**config.mk**
```make
export PLATFORM = sky130hd
export DESIGN_NAME = conv33_window_gen
export DESIGN_NICKNAME = d
export VERILOG_FILES = /design/src/rtl/conv33_window_gen.sv
export SDC_FILE = /design/constraint.sdc
export NUM_CORES = 1
export LEC_CHECK = 0
export BUFFER_PORTS_ARGS = -buffer_cell sky130_fd_sc_hd__buf_4
export CAP_MARGIN = 0
export CORE_MARGIN = 2
export CORE_UTILIZATION = 63
export CTS_CLUSTER_DIAMETER = 120
export DETAILED_ROUTE_END_ITERATION = 10
export PLACE_DENSITY = 0.86
export REMOVE_ABC_BUFFERS = 1
export SLEW_MARGIN = 5
export SYNTH_ARGS = -nofsm -noshare
export SYNTH_HDL_FRONTEND = slang
export SYNTH_SLANG_ARGS = --single-unit
```
**constraint.sdc**
```tcl
create_clock -name clk -period 7.2 [get_ports clk]
set_input_delay 1.08 -clock clk [delete_from_list [all_inputs] [get_ports clk]]
set_output_delay 1.08 -clock clk [all_outputs]
set_load 0.02 [all_outputs]
```
**src/rtl/conv33_window_gen.sv**
```systemverilog
// conv33_window_gen: raster pixel stream -> 3x3 valid-convolution windows.
// Define CONV33_WIN_CNT_EN to add the 16-bit win_cnt handshake counter port.
module conv33_window_gen #(
    parameter int DATA_WIDTH = 8,
    parameter int IMG_W      = 28,
    parameter int IMG_H      = 28
) (
    input  logic                  clk,
    input  logic                  rst,
    input  logic                  start,
    output logic                  done,
    input  logic                  pix_valid,
    output logic                  pix_ready,
    input  logic [DATA_WIDTH-1:0] pix_data,
    output logic                  valid_out,
    input  logic                  ready_in,
`ifdef CONV33_WIN_CNT_EN
    output logic [15:0]           win_cnt,
`endif
    output logic [DATA_WIDTH-1:0] win_0_0,
    output logic [DATA_WIDTH-1:0] win_0_1,
    output logic [DATA_WIDTH-1:0] win_0_2,
    output logic [DATA_WIDTH-1:0] win_1_0,
    output logic [DATA_WIDTH-1:0] win_1_1,
    output logic [DATA_WIDTH-1:0] win_1_2,
    output logic [DATA_WIDTH-1:0] win_2_0,
    output logic [DATA_WIDTH-1:0] win_2_1,
    output logic [DATA_WIDTH-1:0] win_2_2
);

    localparam int CW = $clog2(IMG_W);
    localparam int RW = $clog2(IMG_H);
    localparam logic [CW-1:0] LAST_COL = CW'(IMG_W - 1);
    localparam logic [RW-1:0] LAST_ROW = RW'(IMG_H - 1);

    typedef enum logic [1:0] {
        S_IDLE,
        S_RUN,
        S_DONE
    } state_t;

    state_t r_state;
    state_t w_next;

    logic [CW-1:0] r_col;
    logic [RW-1:0] r_row;
    logic          r_last;
    logic          r_valid;

    logic [DATA_WIDTH-1:0] r_lb0 [IMG_W];
    logic [DATA_WIDTH-1:0] r_lb1 [IMG_W];
    logic [DATA_WIDTH-1:0] r_win [3][3];

    logic w_start_run;
    logic w_acc;
    logic w_hs;
    logic w_win_ok;
    logic w_last_pix;

    assign w_start_run = (r_state == S_IDLE) && start;
    assign pix_ready   = (r_state == S_RUN) && (!r_valid || ready_in)
                         && !r_last;
    assign w_acc       = pix_valid && pix_ready;
    assign w_hs        = r_valid && ready_in;
    assign w_win_ok    = (r_row >= RW'(2)) && (r_col >= CW'(2));
    assign w_last_pix  = (r_row == LAST_ROW) && (r_col == LAST_COL);

    assign done      = (r_state == S_DONE);
    assign valid_out = r_valid;

    always_ff @(posedge clk or negedge rst) begin
        if (!rst) r_state <= S_IDLE;
        else      r_state <= w_next;
    end

    always_comb begin
        w_next = r_state;
        unique case (r_state)
            S_IDLE:  if (start) w_next = S_RUN;
            S_RUN:   if (w_hs && r_last) w_next = S_DONE;
            S_DONE:  w_next = S_IDLE;
            default: w_next = S_IDLE;
        endcase
    end

    always_ff @(posedge clk or negedge rst) begin
        if (!rst) begin
            r_col   <= '0;
            r_row   <= '0;
            r_last  <= 1'b0;
            r_valid <= 1'b0;
        end else if (w_start_run) begin
            r_col   <= '0;
            r_row   <= '0;
            r_last  <= 1'b0;
            r_valid <= 1'b0;
        end else if (w_acc) begin
            r_valid <= w_win_ok;
            if (w_last_pix) r_last <= 1'b1;
            if (r_col == LAST_COL) begin
                r_col <= '0;
                r_row <= r_row + 1'b1;
            end else begin
                r_col <= r_col + 1'b1;
            end
        end else if (w_hs) begin
            r_valid <= 1'b0;
        end
    end

    // Line buffers hold the two previous rows; stale data is overwritten
    // before it can reach a valid window, so no reset is needed.
    always_ff @(posedge clk) begin
        if (w_acc) begin
            r_lb1[r_col] <= r_lb0[r_col];
            r_lb0[r_col] <= pix_data;
        end
    end

    always_ff @(posedge clk or negedge rst) begin
        if (!rst) begin
            for (int r = 0; r < 3; r++)
                for (int c = 0; c < 3; c++)
                    r_win[r][c] <= '0;
        end else if (w_acc) begin
            for (int r = 0; r < 3; r++) begin
                r_win[r][0] <= r_win[r][1];
                r_win[r][1] <= r_win[r][2];
            end
            r_win[0][2] <= r_lb1[r_col];
            r_win[1][2] <= r_lb0[r_col];
            r_win[2][2] <= pix_data;
        end
    end

    assign win_0_0 = r_win[0][0];
    assign win_0_1 = r_win[0][1];
    assign win_0_2 = r_win[0][2];
    assign win_1_0 = r_win[1][0];
    assign win_1_1 = r_win[1][1];
    assign win_1_2 = r_win[1][2];
    assign win_2_0 = r_win[2][0];
    assign win_2_1 = r_win[2][1];
    assign win_2_2 = r_win[2][2];

`ifdef CONV33_WIN_CNT_EN
    logic [15:0] r_win_cnt;

    always_ff @(posedge clk or negedge rst) begin
        if (!rst)             r_win_cnt <= '0;
        else if (w_start_run) r_win_cnt <= '0;
        else if (w_hs)        r_win_cnt <= r_win_cnt + 16'd1;
    end

    assign win_cnt = r_win_cnt;
`endif

endmodule

```
==> results by group <==
Status
  – Outcome: finished, final reports clean

Timing
  – Max Slew Vio Count: 0
  – RSZ-0062 raised after global routing: false
  – Fmax: 247 MHz
  – Min Hold Slack: 0.394 ns
  – Worst Skew: 0.0277 ns
  – Final hold vios: 0
  – Setup Viol. Count Final: 0
  – Tmin final: 4.04 ns
  – Worst slew margin: 16.7%
  – Worst slew pin tran: 1.25 ns
  – Period utilisation layout: 56.1%

Drt
  – # DRC: 0
  – DR iter-0 viols: 1906
  – Antenna viol nets, final: 0
  – Pre-antenna DRT Iters: 8
  – Post-DR vias/cell: 6.70
  – Wire per inst: 28.5 µm
  – Vias post-DR: 12400
  – DRT Wirelength: 52.7 mm

Clock network
  – CTS max path bufs: 3
  – Post-CTS setup buffers: 0
  – Clk pin slew, worst setup/hold paths: 0.06 ns
  – Worst-Skew Late Latency: 0.57 ns
  – Clk sink count: 534
  – H-tree levels: 2
  – Post-CTS resize count: 0
  – TritonCTS Buffers: 49
  – TritonCTS clock tree: done
  – Hold buffers post-CTS: 0
  – Clock tree root driver cell: clkbuf_16

Synth
  – Portion of netlist area occupied by mux cells: 11.6%
  – Complex-gate fraction of the synthesized area: 4.15%
  – Post-synth cell types: 56
  – Post-synth EDFFs: 448
  – Synth top cells by count: edfxtp_1, nand2_1, mux2i_1
  – Simple-Gate Fraction of Synth Area: 7.31%
  – Post-Syn Area per Cell: 16.6 µm²
  – Post-Syn Area: 0.0209 mm²
  – Synth Instances: 1256
  – Synth async-reset ratio: 16.1%
  – Seq/Total Area, Yosys: 74.7%
  – Number of synthesized register bits: 534
  – Leading area contributor after synthesis: edfxtp_1
  – Top FF cell, synth: edfxtp_1
  – Ys Warns: 0
  – Synth Area in XOR/XNOR: 0%
  – Most common cell in the netlist: edfxtp_1
  – Synth Area in Adders: 0.359%
  – Share of the synthesized area in the top cell type: 64.4%
  – Combinational family with the most area after synthesis: multiplexers
  – Largest cells by area after synthesis: edfxtp_1, dfrtp_1, mux2i_1

Global route
  – GR Overflow Total: 0
  – GRT Resource Usage Total: 31.6%
  – First-pass GRT wire length: 77.6 mm
  – Initial antenna violation count: 1
  – Vias in the first global route: 12000
  – Pin count of the biggest net entering global routing: 92

Pwr
  – Peak supply drop: 365 µV
  – PwrDens: 427 mW/mm²
  – Leakage: 8.52 nW

Worst setup path
  – CP max stage delay: 0.95 ns
  – CP Capture Type: flop
  – CP max stage cell: nand3_1
  – Worst R2R End: r_lb1[23][6]$_DFFE_PP_
  – Stages on worst setup path: 5
  – Crit-path max FO: 33
  – Kind of critical path: flop to flop
  – Crit path DAT: 3.98 ns
  – Worst EP required: 7.13 ns
  – Critical path endpoint: r_lb1[23][6]$_DFFE_PP_
  – R2R setup slack: 3.16 ns
  – Worst r2r src: r_col[0]$_DFFE_PN0P_
  – Chain of cells forming the critical path: buf_4, or4b_1, o22ai_1, a211oi_1, nand3_1
  – Cell family with most CP delay: simple AND/OR/NAND/NOR gates
  – CP Launch Point: r_col[0]$_DFFE_PN0P_
  – Reg2Reg Depth: 5
  – Buf+Inv Stages, Crit Path: 1
  – Worst setup SP type: flop

Floorplanning
  – I/O Pins: 88
  – Die width: 186 µm
  – FP Rows: 66
  – Die area: 0.0346 mm²
  – Chip height: 186 µm
  – Core area: 0.0326 mm²
  – Initial Utilization: 64.0%

Cells and area
  – Fraction of layout cells with a size suffix above 1: 18.5%
  – FF/Latch Area: 0.0156 mm²
  – Synth-to-Final Area Change: 13.2%
  – Final Util: 72.5%
  – Diodes inserted: 0
  – # fillers: 1852
  – Multi-input gate area: 0.00491 mm²
  – Final nets: 1382

Run
  – Max-cap check violation count: 0

Placed design
  – Routability congestion estimate from global placement: 0.903
  – IO Port Bufs: 87
  – DP HPWL: 30.7 mm

Min path
  – Worst hold-check path type: input port to asynchronous set/reset pin
[cell families after synthesis]
group	count (synthesis)
flops	534
simple gates	334
mux	181
compound gates	127
buf+inv	74
fa+ha+maj	6
[per-stage QoR]
step           instance area, µm²  instances  total power, mW  TNS [ns]  setup WS (ns)
6_report                    23600       1846             10.1         0           3.16
5_1_grt                     23600       1846             10.4         0           3.01
4_1_cts                     23600       1846             10.0         0           3.25
3_5_place_dp                22000       1754             7.44         0           3.01
3_3_place_gp                22000       1754             7.32         0           2.97
2_1_floorplan               20500       1189             6.41     -2.53         -0.151
[layout by cell type (no fill, tap or decap), drive strengths merged, types with 6 or more instances in the layout]
cell / count
nand2: 195
buf: 123
nand2b: 12
a21oi: 22
dfrtp: 86
a31oi: 8
nor2: 48
nand3: 22
a41oi: 7
ha: 6
inv: 9
mux2i: 129
clkbuf: 69
clkinv: 16
o22ai: 37
nor2b: 7
a22oi: 20
edfxtp: 448
a211oi: 10
mux4: 49
[worst min path at each step]
| stage | end |
|---|---|
| after floorplan | r_state[0]$_DFFE_PN0P_ |
| after global placement | win_2_0[6]$_DFFE_PN0P_ |
| after detailed placement | win_1_0[1]$_DFFE_PN0P_ |
| after CTS | win_2_0[5]$_DFFE_PN0P_ |
| after global routing | win_1_0[1]$_DFFE_PN0P_ |
| final | win_2_0[5]$_DFFE_PN0P_ |
[flip-flops by register name, indices dropped and copies added (netlist names), 8 cells and up]
register,flops
win_0_2,8
win_2_1,8
win_0_1,8
win_1_0,8
win_1_2,8
win_2_0,8
win_0_0,8
r_lb0,224
win_1_1,8
win_2_2,8
r_lb1,224
[per-layer routing]
metal  track usage (%)  vias up  part of all wire (%)
met4              12.3        2                   4.6
met5                 0        -                 0.025
met3              8.04      172                    12
met1              42.0     6161                    36
met2              50.7      972                    47
li1                  -     5060                     -
[layout make-up]
type | instances | area share [%]
clock buffers | 69 | 5.81
clock inverters | 23 | 0.937
inverters | 7 | 0.111
multi-input cells | 648 | 20.8
flip-flops and latches | 534 | 66.1
well taps | 442 | 2.34
repair buffers | 123 | 3.96
[power by group]
part           internal, mW  switching, mW  total (mW)
Sequential             4.21          0.291        4.50
Clock                  1.48           1.10        2.58
Combinational         0.960           2.04        3.00
No activity file was read; power rests on OpenSTA's default activity.
